--- src/rtl/key_pkg.sv ---
// ---------------------------------------------------------------------------------------------
// key_pkg
//   Shared types and default timing for the key event decoder and its input stage.
//   - key_state_t : classifier state encoding.
//   - *_CNT_DEF   : default timing constants, in clk cycles at 100 MHz.
//   - max3        : helper used to size the shared interval counter.
// ---------------------------------------------------------------------------------------------
package key_pkg;

    typedef enum logic [2:0] {
        IDLE,
        PRESS1,
        WAIT2,
        PRESS2,
        LONG
    } key_state_t;

    // 1 s long-press threshold
    localparam int unsigned LONG_CNT_DEF   = 100_000_000;
    // 300 ms double-click window
    localparam int unsigned DCLICK_CNT_DEF = 30_000_000;
    // 200 ms auto-repeat period
    localparam int unsigned REPEAT_CNT_DEF = 20_000_000;

    function automatic int unsigned max3(input int unsigned a, input int unsigned b,
                                         input int unsigned c);
        int unsigned m;
        m = a;
        if (b > m) m = b;
        if (c > m) m = c;
        return m;
    endfunction

endpackage

--- src/rtl/key_edge_detect.sv ---
// ---------------------------------------------------------------------------------------------
// key_edge_detect
//   Polarity fix and edge extraction for a debounced key level already in the clk domain.
//   Ports:
//     clk          in   system clock
//     rst          in   synchronous reset, active-high
//     kin          in   debounced key level
//     pressed      out  combinational "key pressed" after polarity fix
//     pressed_q    out  pressed, registered; resets to 1
//     press_edge   out  pressed & ~pressed_q
//     release_edge out  ~pressed & pressed_q
//   pressed_q resets to "pressed" so a key held through reset produces no press edge until it
//   has been released and pressed again.
// ---------------------------------------------------------------------------------------------
module key_edge_detect
    import key_pkg::*;
#(
    parameter bit ACTIVE_LOW = 1'b1
) (
    input  logic clk,
    input  logic rst,
    input  logic kin,
    output logic pressed,
    output logic pressed_q,
    output logic press_edge,
    output logic release_edge
);

    assign pressed = kin ^ ACTIVE_LOW;

    always_ff @(posedge clk) begin
        if (rst) begin
            pressed_q <= 1'b1;
        end else begin
            pressed_q <= pressed;
        end
    end

    assign press_edge   = pressed & ~pressed_q;
    assign release_edge = ~pressed & pressed_q;

endmodule

--- src/rtl/key_event_decoder.sv ---
// ---------------------------------------------------------------------------------------------
// key_event_decoder
//   Classifies each press of a debounced key as a short click, long press or double-click and
//   emits single-cycle event pulses.
//   Parameters:
//     LONG_CNT   cycles a press must be held to count as long
//     DCLICK_CNT window after a short release in which a second press makes a double-click
//     REPEAT_CNT auto-repeat period while held after a long press (KEY_REPEAT_EN only)
//     ACTIVE_LOW 1: kin low means pressed; 0: kin high means pressed
//   Ports:
//     clk          in   system clock
//     rst          in   synchronous reset, active-high
//     kin          in   debounced key level
//     short_pulse  out  one-cycle pulse for a single short click
//     long_pulse   out  one-cycle pulse when the long threshold is reached while held
//     double_pulse out  one-cycle pulse on release of the second click
//     held         out  registered "key currently pressed" level
//     repeat_pulse out  one-cycle auto-repeat pulse; constant 0 unless KEY_REPEAT_EN
//   Build option:
//     KEY_REPEAT_EN  when defined, LONG counts and fires repeat_pulse every REPEAT_CNT cycles.
//   Timing: the FSM decides on the edge that first samples the deciding kin level; the decision
//   is then carried through one output register, so every pulse (and held) appears one edge
//   later. Reset clears both stages, so a pending pulse is dropped.
// ---------------------------------------------------------------------------------------------
module key_event_decoder
    import key_pkg::*;
#(
    parameter int unsigned LONG_CNT   = LONG_CNT_DEF,
    parameter int unsigned DCLICK_CNT = DCLICK_CNT_DEF,
    parameter int unsigned REPEAT_CNT = REPEAT_CNT_DEF,
    parameter bit          ACTIVE_LOW = 1'b1
) (
    input  logic clk,
    input  logic rst,
    input  logic kin,
    output logic short_pulse,
    output logic long_pulse,
    output logic double_pulse,
    output logic held,
    output logic repeat_pulse
);

    localparam int unsigned CNT_W = $clog2(max3(LONG_CNT, DCLICK_CNT, REPEAT_CNT) + 1);

    localparam logic [CNT_W-1:0] LONG_TERM   = CNT_W'(LONG_CNT - 1);
    localparam logic [CNT_W-1:0] DCLICK_TERM = CNT_W'(DCLICK_CNT - 1);
`ifdef KEY_REPEAT_EN
    localparam logic [CNT_W-1:0] REPEAT_TERM = CNT_W'(REPEAT_CNT - 1);
`endif

    logic pressed;
    logic pressed_q;
    logic press_edge;
    logic release_edge;

    key_edge_detect #(
        .ACTIVE_LOW (ACTIVE_LOW)
    ) u_edge (
        .clk          (clk),
        .rst          (rst),
        .kin          (kin),
        .pressed      (pressed),
        .pressed_q    (pressed_q),
        .press_edge   (press_edge),
        .release_edge (release_edge)
    );

    key_state_t       state_q;
    logic [CNT_W-1:0] cnt_q;

    // FSM decision flags, one cycle ahead of the output pulses
    logic evt_short_q;
    logic evt_long_q;
    logic evt_double_q;
`ifdef KEY_REPEAT_EN
    logic evt_repeat_q;
`endif

    always_ff @(posedge clk) begin
        if (rst) begin
            state_q      <= IDLE;
            cnt_q        <= '0;
            evt_short_q  <= 1'b0;
            evt_long_q   <= 1'b0;
            evt_double_q <= 1'b0;
`ifdef KEY_REPEAT_EN
            evt_repeat_q <= 1'b0;
`endif
        end else begin
            evt_short_q  <= 1'b0;
            evt_long_q   <= 1'b0;
            evt_double_q <= 1'b0;
`ifdef KEY_REPEAT_EN
            evt_repeat_q <= 1'b0;
`endif
            case (state_q)
                IDLE: begin
                    cnt_q <= '0;
                    if (press_edge) begin
                        state_q <= PRESS1;
                    end
                end

                // Terminal count wins over a simultaneous release: that press counts as long.
                PRESS1: begin
                    if (cnt_q == LONG_TERM) begin
                        evt_long_q <= 1'b1;
                        state_q    <= LONG;
                        cnt_q      <= '0;
                    end else if (release_edge) begin
                        state_q <= WAIT2;
                        cnt_q   <= '0;
                    end else begin
                        cnt_q <= cnt_q + 1'b1;
                    end
                end

                // A press on the terminal cycle still counts as the second click.
                WAIT2: begin
                    if (press_edge) begin
                        state_q <= PRESS2;
                        cnt_q   <= '0;
                    end else if (cnt_q == DCLICK_TERM) begin
                        evt_short_q <= 1'b1;
                        state_q     <= IDLE;
                        cnt_q       <= '0;
                    end else begin
                        cnt_q <= cnt_q + 1'b1;
                    end
                end

                // Holding the second click long discards the first click entirely.
                PRESS2: begin
                    if (cnt_q == LONG_TERM) begin
                        evt_long_q <= 1'b1;
                        state_q    <= LONG;
                        cnt_q      <= '0;
                    end else if (release_edge) begin
                        evt_double_q <= 1'b1;
                        state_q      <= IDLE;
                        cnt_q        <= '0;
                    end else begin
                        cnt_q <= cnt_q + 1'b1;
                    end
                end

                // Exit on the level, not the edge: a release on the terminal cycle of PRESS1/2
                // has already been consumed and must still bring us back to IDLE.
                LONG: begin
                    if (!pressed) begin
                        state_q <= IDLE;
                        cnt_q   <= '0;
`ifdef KEY_REPEAT_EN
                    end else if (cnt_q == REPEAT_TERM) begin
                        evt_repeat_q <= 1'b1;
                        cnt_q        <= '0;
                    end else begin
                        cnt_q <= cnt_q + 1'b1;
                    end
`else
                    end else begin
                        cnt_q <= '0;
                    end
`endif
                end

                default: begin
                    state_q <= IDLE;
                    cnt_q   <= '0;
                end
            endcase
        end
    end

    // Output register stage
    always_ff @(posedge clk) begin
        if (rst) begin
            short_pulse  <= 1'b0;
            long_pulse   <= 1'b0;
            double_pulse <= 1'b0;
            held         <= 1'b0;
`ifdef KEY_REPEAT_EN
            repeat_pulse <= 1'b0;
`endif
        end else begin
            short_pulse  <= evt_short_q;
            long_pulse   <= evt_long_q;
            double_pulse <= evt_double_q;
            held         <= pressed_q;
`ifdef KEY_REPEAT_EN
            repeat_pulse <= evt_repeat_q;
`endif
        end
    end

`ifndef KEY_REPEAT_EN
    assign repeat_pulse = 1'b0;
`endif

endmodule

--- config.mk ---
export PLATFORM = sky130hd
export DESIGN_NAME = key_event_decoder
export DESIGN_NICKNAME = d
export VERILOG_FILES = /design/src/rtl/key_pkg.sv /design/src/rtl/key_edge_detect.sv /design/src/rtl/key_event_decoder.sv
export SDC_FILE = /design/constraint.sdc
export NUM_CORES = 1
export LEC_CHECK = 0
export ABC_AREA = 0
export BUFFER_PORTS_ARGS = -buffer_cell sky130_fd_sc_hd__buf_4
export CAP_MARGIN = 5
export CORE_MARGIN = 5
export CORE_UTILIZATION = 30
export CTS_CLUSTER_SIZE = 14
export DETAILED_ROUTE_END_ITERATION = 7
export GPL_ROUTABILITY_DRIVEN = 1
export GPL_TIMING_DRIVEN = 1
export PLACE_DENSITY = 0.55
export SLEW_MARGIN = 20
export SYNTH_ARGS = -nofsm -noshare
export SYNTH_HDL_FRONTEND = slang
export SYNTH_SLANG_ARGS = --single-unit
--- constraint.sdc ---
create_clock -name clk -period 2.2 [get_ports clk]
set_clock_uncertainty 0.05 [all_clocks]
set_input_delay 0.44 -clock clk [delete_from_list [all_inputs] [get_ports clk]]
set_output_delay 0.44 -clock clk [all_outputs]
set_load 0.02 [all_outputs]
==> impl_metrics.yaml, run 1 <==
status:
  status: "finished clean"
pwr:
  ir_drop_uv: 262
  p_leak_nw: 0.616
  power.density_nw_per_um2: 627
timing:
  setup_ws_ns: 0.107
  fmax_ghz: 0.478
  final_max_slew_viol_count: 0
  period_minus_slack_ns: 2.09
  post-route-period-util_pct: 95.1
  finalHoldViolCount: 0
  worstMarginPinSlew_ns: 0.571
  relSlewSlack_pct: 61.6
  final.setup.tns_ns: 0
  setup_violations: 0
yosys:
  syn_nets: 186
  ys.flop_type: "dfxtp_1"
  synthCells: 182
  ys_warn_count: 0
  netlist_area_um2: 1700
  netlist.area_leader.share_pct: 44.7
  ys_ff_latch: 38
  synth_top_area_cell: "dfxtp_1"
  synthSimpleGateAreaFrac_pct: 34.2
  synth-edff-count: 0
  synth_fa_ha_area_share_pct: 0.735
  yosysUniqueCellTypes: 36
  synthXorXnorAreaFrac_pct: 12.9
  yosys-top-cells-area: "dfxtp_1 45%, xor2_1 9.8%, nor2_2 7.7%"
  syn_area_per_cell_um2: 9.36
  synth_common_cells: "38 x dfxtp_1, 21 x nor2_2, 19 x xor2_1"
  async_reset_ff_share_pct: 0
  muxShareOfSynthArea_pct: 0
  synth-seq-area-share_pct: 44.7
  synth.most_common_cell: "dfxtp_1"
  synth_compound_area_share_pct: 3.97
  synth_top_family_by_area: "simple AND/OR/NAND/NOR gates"
floorplanning:
  initial_core_util_pct: 30.9
  rows: 27
  fp.dieH_um: 85.3
  dieArea_um2: 7280
  fp.dieW_um: 85.3
  core_area_um2: 5510
  boundaryPins: 8
drt:
  first_pass_iters: 4
  via_count: 1256
  drcViolationCount: 0
  ant_nets: 0
  wl_um: 3160
  routedWlPerCell_um: 11.6
  viasPerCell: 4.63
  drt_iter0_drc: 32
cells_and_area:
  instances_no_fill: 271
  final_net_count: 202
  fill_cells: 565
  area_delta_synth_final_pct: 15.1
  antenna_cells: 0
  postLayoutCoreUtil_pct: 35.6
  drive_above_1_share_pct: 25.1
grt:
  grt_antenna_before_repair: 0
  grt.total_usage_pct: 9.43
  overflow: 0
  grt_pass1_vias: 1174
  grt_pass1_wl_um: 5440
  grt_start_max_net_pins: 17
clock_tree:
  cts_resized: 0
  cts.sinks: 38
  cts_root_buf: "clkbuf_8"
  max-clock-path-buffers: 2
  clk_pin_slew_worst_paths_ns: 0.08
  insertion_delay_ns: 0.29
  cts_tree: "done"
  cts_buffers: 5
  htreeDepth: 2
placed_design:
  hpwl_um: 2140
  gp_congestion: 0.795
  pre_cts_ws_ns: 0.0915
  numPortBuffers: 6
  dp_cells: 262
setup_path:
  cp.required_ns: 2.32
  end_kind: "flop"
  worstSetupPathType: "flop to flop"
  crit_fanout: 11
  crit_arrival_ns: 2.22
  start_kind: "flop"
worst_hold_path:
  min_path_type: "input pin to flop"
job:
  cap_violations: 0
-- sequential cells by signal, indices dropped and copies added (netlist names) --
| signal | count |
|---|---|
| held | 1 |
| evt_long_q | 1 |
| double_pulse | 1 |
| evt_double_q | 1 |
| evt_short_q | 1 |
| state_q | 3 |
| cnt_q | 27 |
| long_pulse | 1 |
| u_edge.pressed_q | 1 |
| short_pulse | 1 |
-- metrics by stage --
stage	cell area, um^2	hold WS (ns)	power [W]
CTS	1950	0.283	0.00125
global route	1960	0.286	0.00128
global placement	1860	0.367	0.000748
detailed placement	1860	0.381	0.000747
floorplan	1700	0.364	0.000737
finish	1960	0.286	0.00123
-- metal layers --
metal / part of all wire (%) / wire length [um] / up-vias / track usage, %
met5: 0 / 0 / - / 0
met4: 3.0 / 94 / 0 / 5.90
met1: 49 / 1540 / 573 / 12.3
met3: 4.1 / 129 / 10 / 2.72
met2: 44 / 1390 / 24 / 13.6
li1: - / - / 649 / -
-- report_power, final --
group           total, W  internal, W  switching, W
registers       0.000694     0.000691    0.00000270
logic          0.0000365    0.0000137     0.0000229
clock network   0.000499     0.000252      0.000247
-- area by class of cell --
type                    instances  area (um^2)  share of cell area (%)
multi-input cells             136          886                    45.2
flip-flops and latches         38          761                    38.8
repair buffers                 14          118                    6.00
well taps                      72         90.1                    4.59
clock buffers                   6         82.6                    4.21
clock inverters                 2         12.5                   0.638
inverters                       3         11.3                   0.574
-- worst paths after layout --
check                              from                           to  slack, ns  depth (start not counted)
setup / recovery   cnt_q[11]$_SDFF_PP0_         cnt_q[21]$_SDFF_PP0_       0.11                          6
hold / removal                      kin  u_edge.pressed_q$_SDFF_PP1_       0.29                          2
setup reg to reg   cnt_q[11]$_SDFF_PP0_         cnt_q[21]$_SDFF_PP0_       0.11                          6
hold reg to reg   evt_long_q$_SDFF_PP0_        long_pulse$_SDFF_PP0_       0.40                          1
-- cell families (layout without fill, tap and decap cells) --
group	Yosys count	in the layout
AOI/OAI and AO/OA	7	7
xor gates and xnor gates	25	25
adders and majority gates	1	1
buffers and inverters	8	25
DFF	38	38
other	1	1
and+or+nand+nor	102	102
-- worst max-delay path: stages (launching register included) --
cell and delay, ns:
dfxtp_1 0.34, or4_4 0.56, nor3_4 0.24, nand4_1 0.22, a22oi_4 0.24, buf_4 0.24, nor2_1 0.07
-- timing repair --
action | 4_1_cts | 5_1_grt
hold buffers | 0 | 0
setup buffers | 0 | 1
endpoints found under the setup margin | 0 | 3
-- layout by cell type, fill, tap and decap left out, types with 2 or more instances in the layout --
master	count
nor2_2	21
nand3_1	15
and3_1	4
xor2_1	19
nor3_1	6
dfxtp_1	38
nor2b_1	5
buf_4	13
nor2_1	14
nand4b_1	3
nor4_1	2
inv_1	3
xnor2_1	6
clkbuf_8	6
nand2b_1	2
nand4_1	8
nand2_1	13
(Power assumes the default switching activity.)
==> inputs of run 2 (changes only) <==
--- a/config.mk
+++ b/config.mk
@@ -8,13 +8,15 @@
 export ABC_AREA = 0
 export BUFFER_PORTS_ARGS = -buffer_cell sky130_fd_sc_hd__buf_4
 export CAP_MARGIN = 5
+export CELL_PAD_IN_SITES_DETAIL_PLACEMENT = 0
+export CELL_PAD_IN_SITES_GLOBAL_PLACEMENT = 1
 export CORE_MARGIN = 5
 export CORE_UTILIZATION = 30
 export CTS_CLUSTER_SIZE = 14
 export DETAILED_ROUTE_END_ITERATION = 7
 export GPL_ROUTABILITY_DRIVEN = 1
 export GPL_TIMING_DRIVEN = 1
-export PLACE_DENSITY = 0.55
+export PLACE_DENSITY = 0.64
 export SLEW_MARGIN = 20
 export SYNTH_ARGS = -nofsm -noshare
 export SYNTH_HDL_FRONTEND = slang
==> run 2 against run 1 <==
  * Non-clock buffer count is the same
  * Final cell count shrank 0.37%
  * Via count shrank 1.8%
  * Count of clock-buffer cells in the layout shrank 1
  * Fmax grew 2.2%
  * Sequential power is essentially flat
  * Worst hold slack gained 0.0032 ns
  * Critical endpoint is now cnt_q[24]$_SDFF_PP0_
==> impl_metrics.yaml, run 2 (same netlist as run 1, synthesis figures left out) <==
floorplanning:
  boundaryPins: 8
  core_area_um2: 5510
  rows: 27
  fp.dieW_um: 85.3
  fp.dieH_um: 85.3
  initial_core_util_pct: 30.9
  dieArea_um2: 7280
setup_path:
  r2r_cells: 6
  worstSetupPathType: "flop to flop"
  crit_fanout: 15
  r2r_setup_slack_ns: 0.15
  crit_arrival_ns: 2.18
  r2r_start: "cnt_q[11]$_SDFF_PP0_"
  end_kind: "flop"
  timing.rr.end: "cnt_q[24]$_SDFF_PP0_"
  start_kind: "flop"
  cp.required_ns: 2.33
timing:
  holdWs_ns: 0.289
  relSlewSlack_pct: 60.6
  setup_violations: 0
  period_minus_slack_ns: 2.05
  worstMarginPinSlew_ns: 0.587
  fmax_ghz: 0.488
  rsz0062_at_grt: "false"
  finalHoldViolCount: 0
  post-route-period-util_pct: 93.1
  final.setup.tns_ns: 0
  final_max_slew_viol_count: 0
grt:
  grt_pass1_wl_um: 5470
  overflow: 0
  busiest_layer: "met2"
  grt.total_usage_pct: 9.66
  grt_start_max_net_pins: 16
  grt_use_met3_pct: 3.88
  grt_pass1_vias: 1223
  use_met2_pct: 15.5
  grt_antenna_before_repair: 0
  grt_use_met1_pct: 11.1
worst_hold_path:
  hold_depth: 2
  min_from: "kin"
  hold_end: "u_edge.pressed_q$_SDFF_PP1_"
  min_path_type: "input pin to flop"
drt:
  drt_iter0_drc: 20
  routedWlPerCell_um: 11.8
  ant_nets: 0
  viasPerCell: 4.57
  first_pass_iters: 4
  via_count: 1233
  wl_um: 3200
  drcViolationCount: 0
status:
  status: "finished clean"
clock_tree:
  insertion_delay_ns: 0.29
  cts_tree: "done"
  cts_buffers: 5
  max-clock-path-buffers: 2
  cts_root_buf: "clkbuf_8"
  cts_resized: 0
  clk_pin_slew_worst_paths_ns: 0.07
  htreeDepth: 2
  cts.sinks: 38
  post_cts_buffers: 0
  ctsHoldBuffers: 0
cells_and_area:
  drive_above_1_share_pct: 24.7
  top_regs: "cnt_q x27, state_q x3"
  regMostFlops: "cnt_q"
  final_common_cell: "dfxtp_1"
  final_net_count: 202
  largest_reg_flops: 27
  antenna_cells: 0
  fill_cells: 577
  area_delta_synth_final_pct: 14.9
  mostFrequentLayoutCells: "38 x dfxtp_1, 21 x nor2_2, 19 x xor2_1"
placed_design:
  gp_congestion: 0.709
  hpwl_um: 2270
  numPortBuffers: 6
pwr:
  power.density_nw_per_um2: 603
  ir_drop_uv: 219
  p_leak_nw: 0.619
job:
  cap_violations: 0
run 2: changes by cell type in the layout (fill, tap and decap cells not counted):
| cell | before | now |
|---|---|---|
| clkinvlp_4 | 1 | 0 |
| buf_12 | 1 | 2 |
| clkinv_2 | 1 | 2 |
| clkbuf_8 | 6 | 5 |
| buf_4 | 13 | 12 |
run 2: critical path, cell delays in order (launching register included):
cell	delay (ns)
dfxtp_1	0.35
or4_4	0.55
nor3_4	0.25
nand4_1	0.22
a22oi_4	0.27
buf_12	0.19
nor2_1	0.05
run 2: per-stage QoR:
| step | instance area (um^2) | worst slack (ns) | utilization, % | total power (W) | std cells |
|---|---|---|---|---|---|
| 2_1_floorplan | 1700 | 0.252 | - | 0.000737 | 182 |
| 3_3_place_gp | 1870 | 0.113 | 34.0 | 0.000750 | 262 |
| 3_5_place_dp | 1870 | 0.0975 | 34.0 | 0.000749 | 262 |
| 4_1_cts | 1950 | 0.0885 | 35.4 | 0.00121 | 269 |
| 5_1_grt | 1960 | 0.0630 | 35.5 | 0.00124 | 270 |
| 6_report | 1960 | 0.152 | 35.5 | 0.00118 | 270 |
run 2: worst max path at each step:
stage | from | end | depth (start not counted)
6_report | cnt_q[11]$_SDFF_PP0_ | cnt_q[24]$_SDFF_PP0_ | 6
4_1_cts | cnt_q[11]$_SDFF_PP0_ | cnt_q[24]$_SDFF_PP0_ | 6
3_5_place_dp | cnt_q[11]$_SDFF_PP0_ | cnt_q[23]$_SDFF_PP0_ | 6
2_1_floorplan | cnt_q[11]$_SDFF_PP0_ | cnt_q[12]$_SDFF_PP0_ | 6
5_1_grt | cnt_q[11]$_SDFF_PP0_ | cnt_q[23]$_SDFF_PP0_ | 6
3_3_place_gp | cnt_q[11]$_SDFF_PP0_ | cnt_q[24]$_SDFF_PP0_ | 6
run 2: cell type report:
class	count	area, um^2	area share (%)
Multi-Input combinational cell	136	886	45.3
Sequential cell	38	761	38.9
Timing Repair Buffer	14	130	6.65
Tap cell	72	90.1	4.60
Clock buffer	5	68.8	3.52
Inverter	3	11.3	0.575
Clock inverter	2	10.0	0.512
run 2: power by group:
group | switching (W) | internal [W]
clock | 0.000235 | 0.000213
sequential | 0.00000280 | 0.000692
combinational | 0.0000233 | 0.0000150
run 2: layer usage:
metal,vias up,part of all wire [%]
met2,14,46
met4,0,2.0
met1,566,48
li1,649,-
met5,-,0
met3,4,4.1
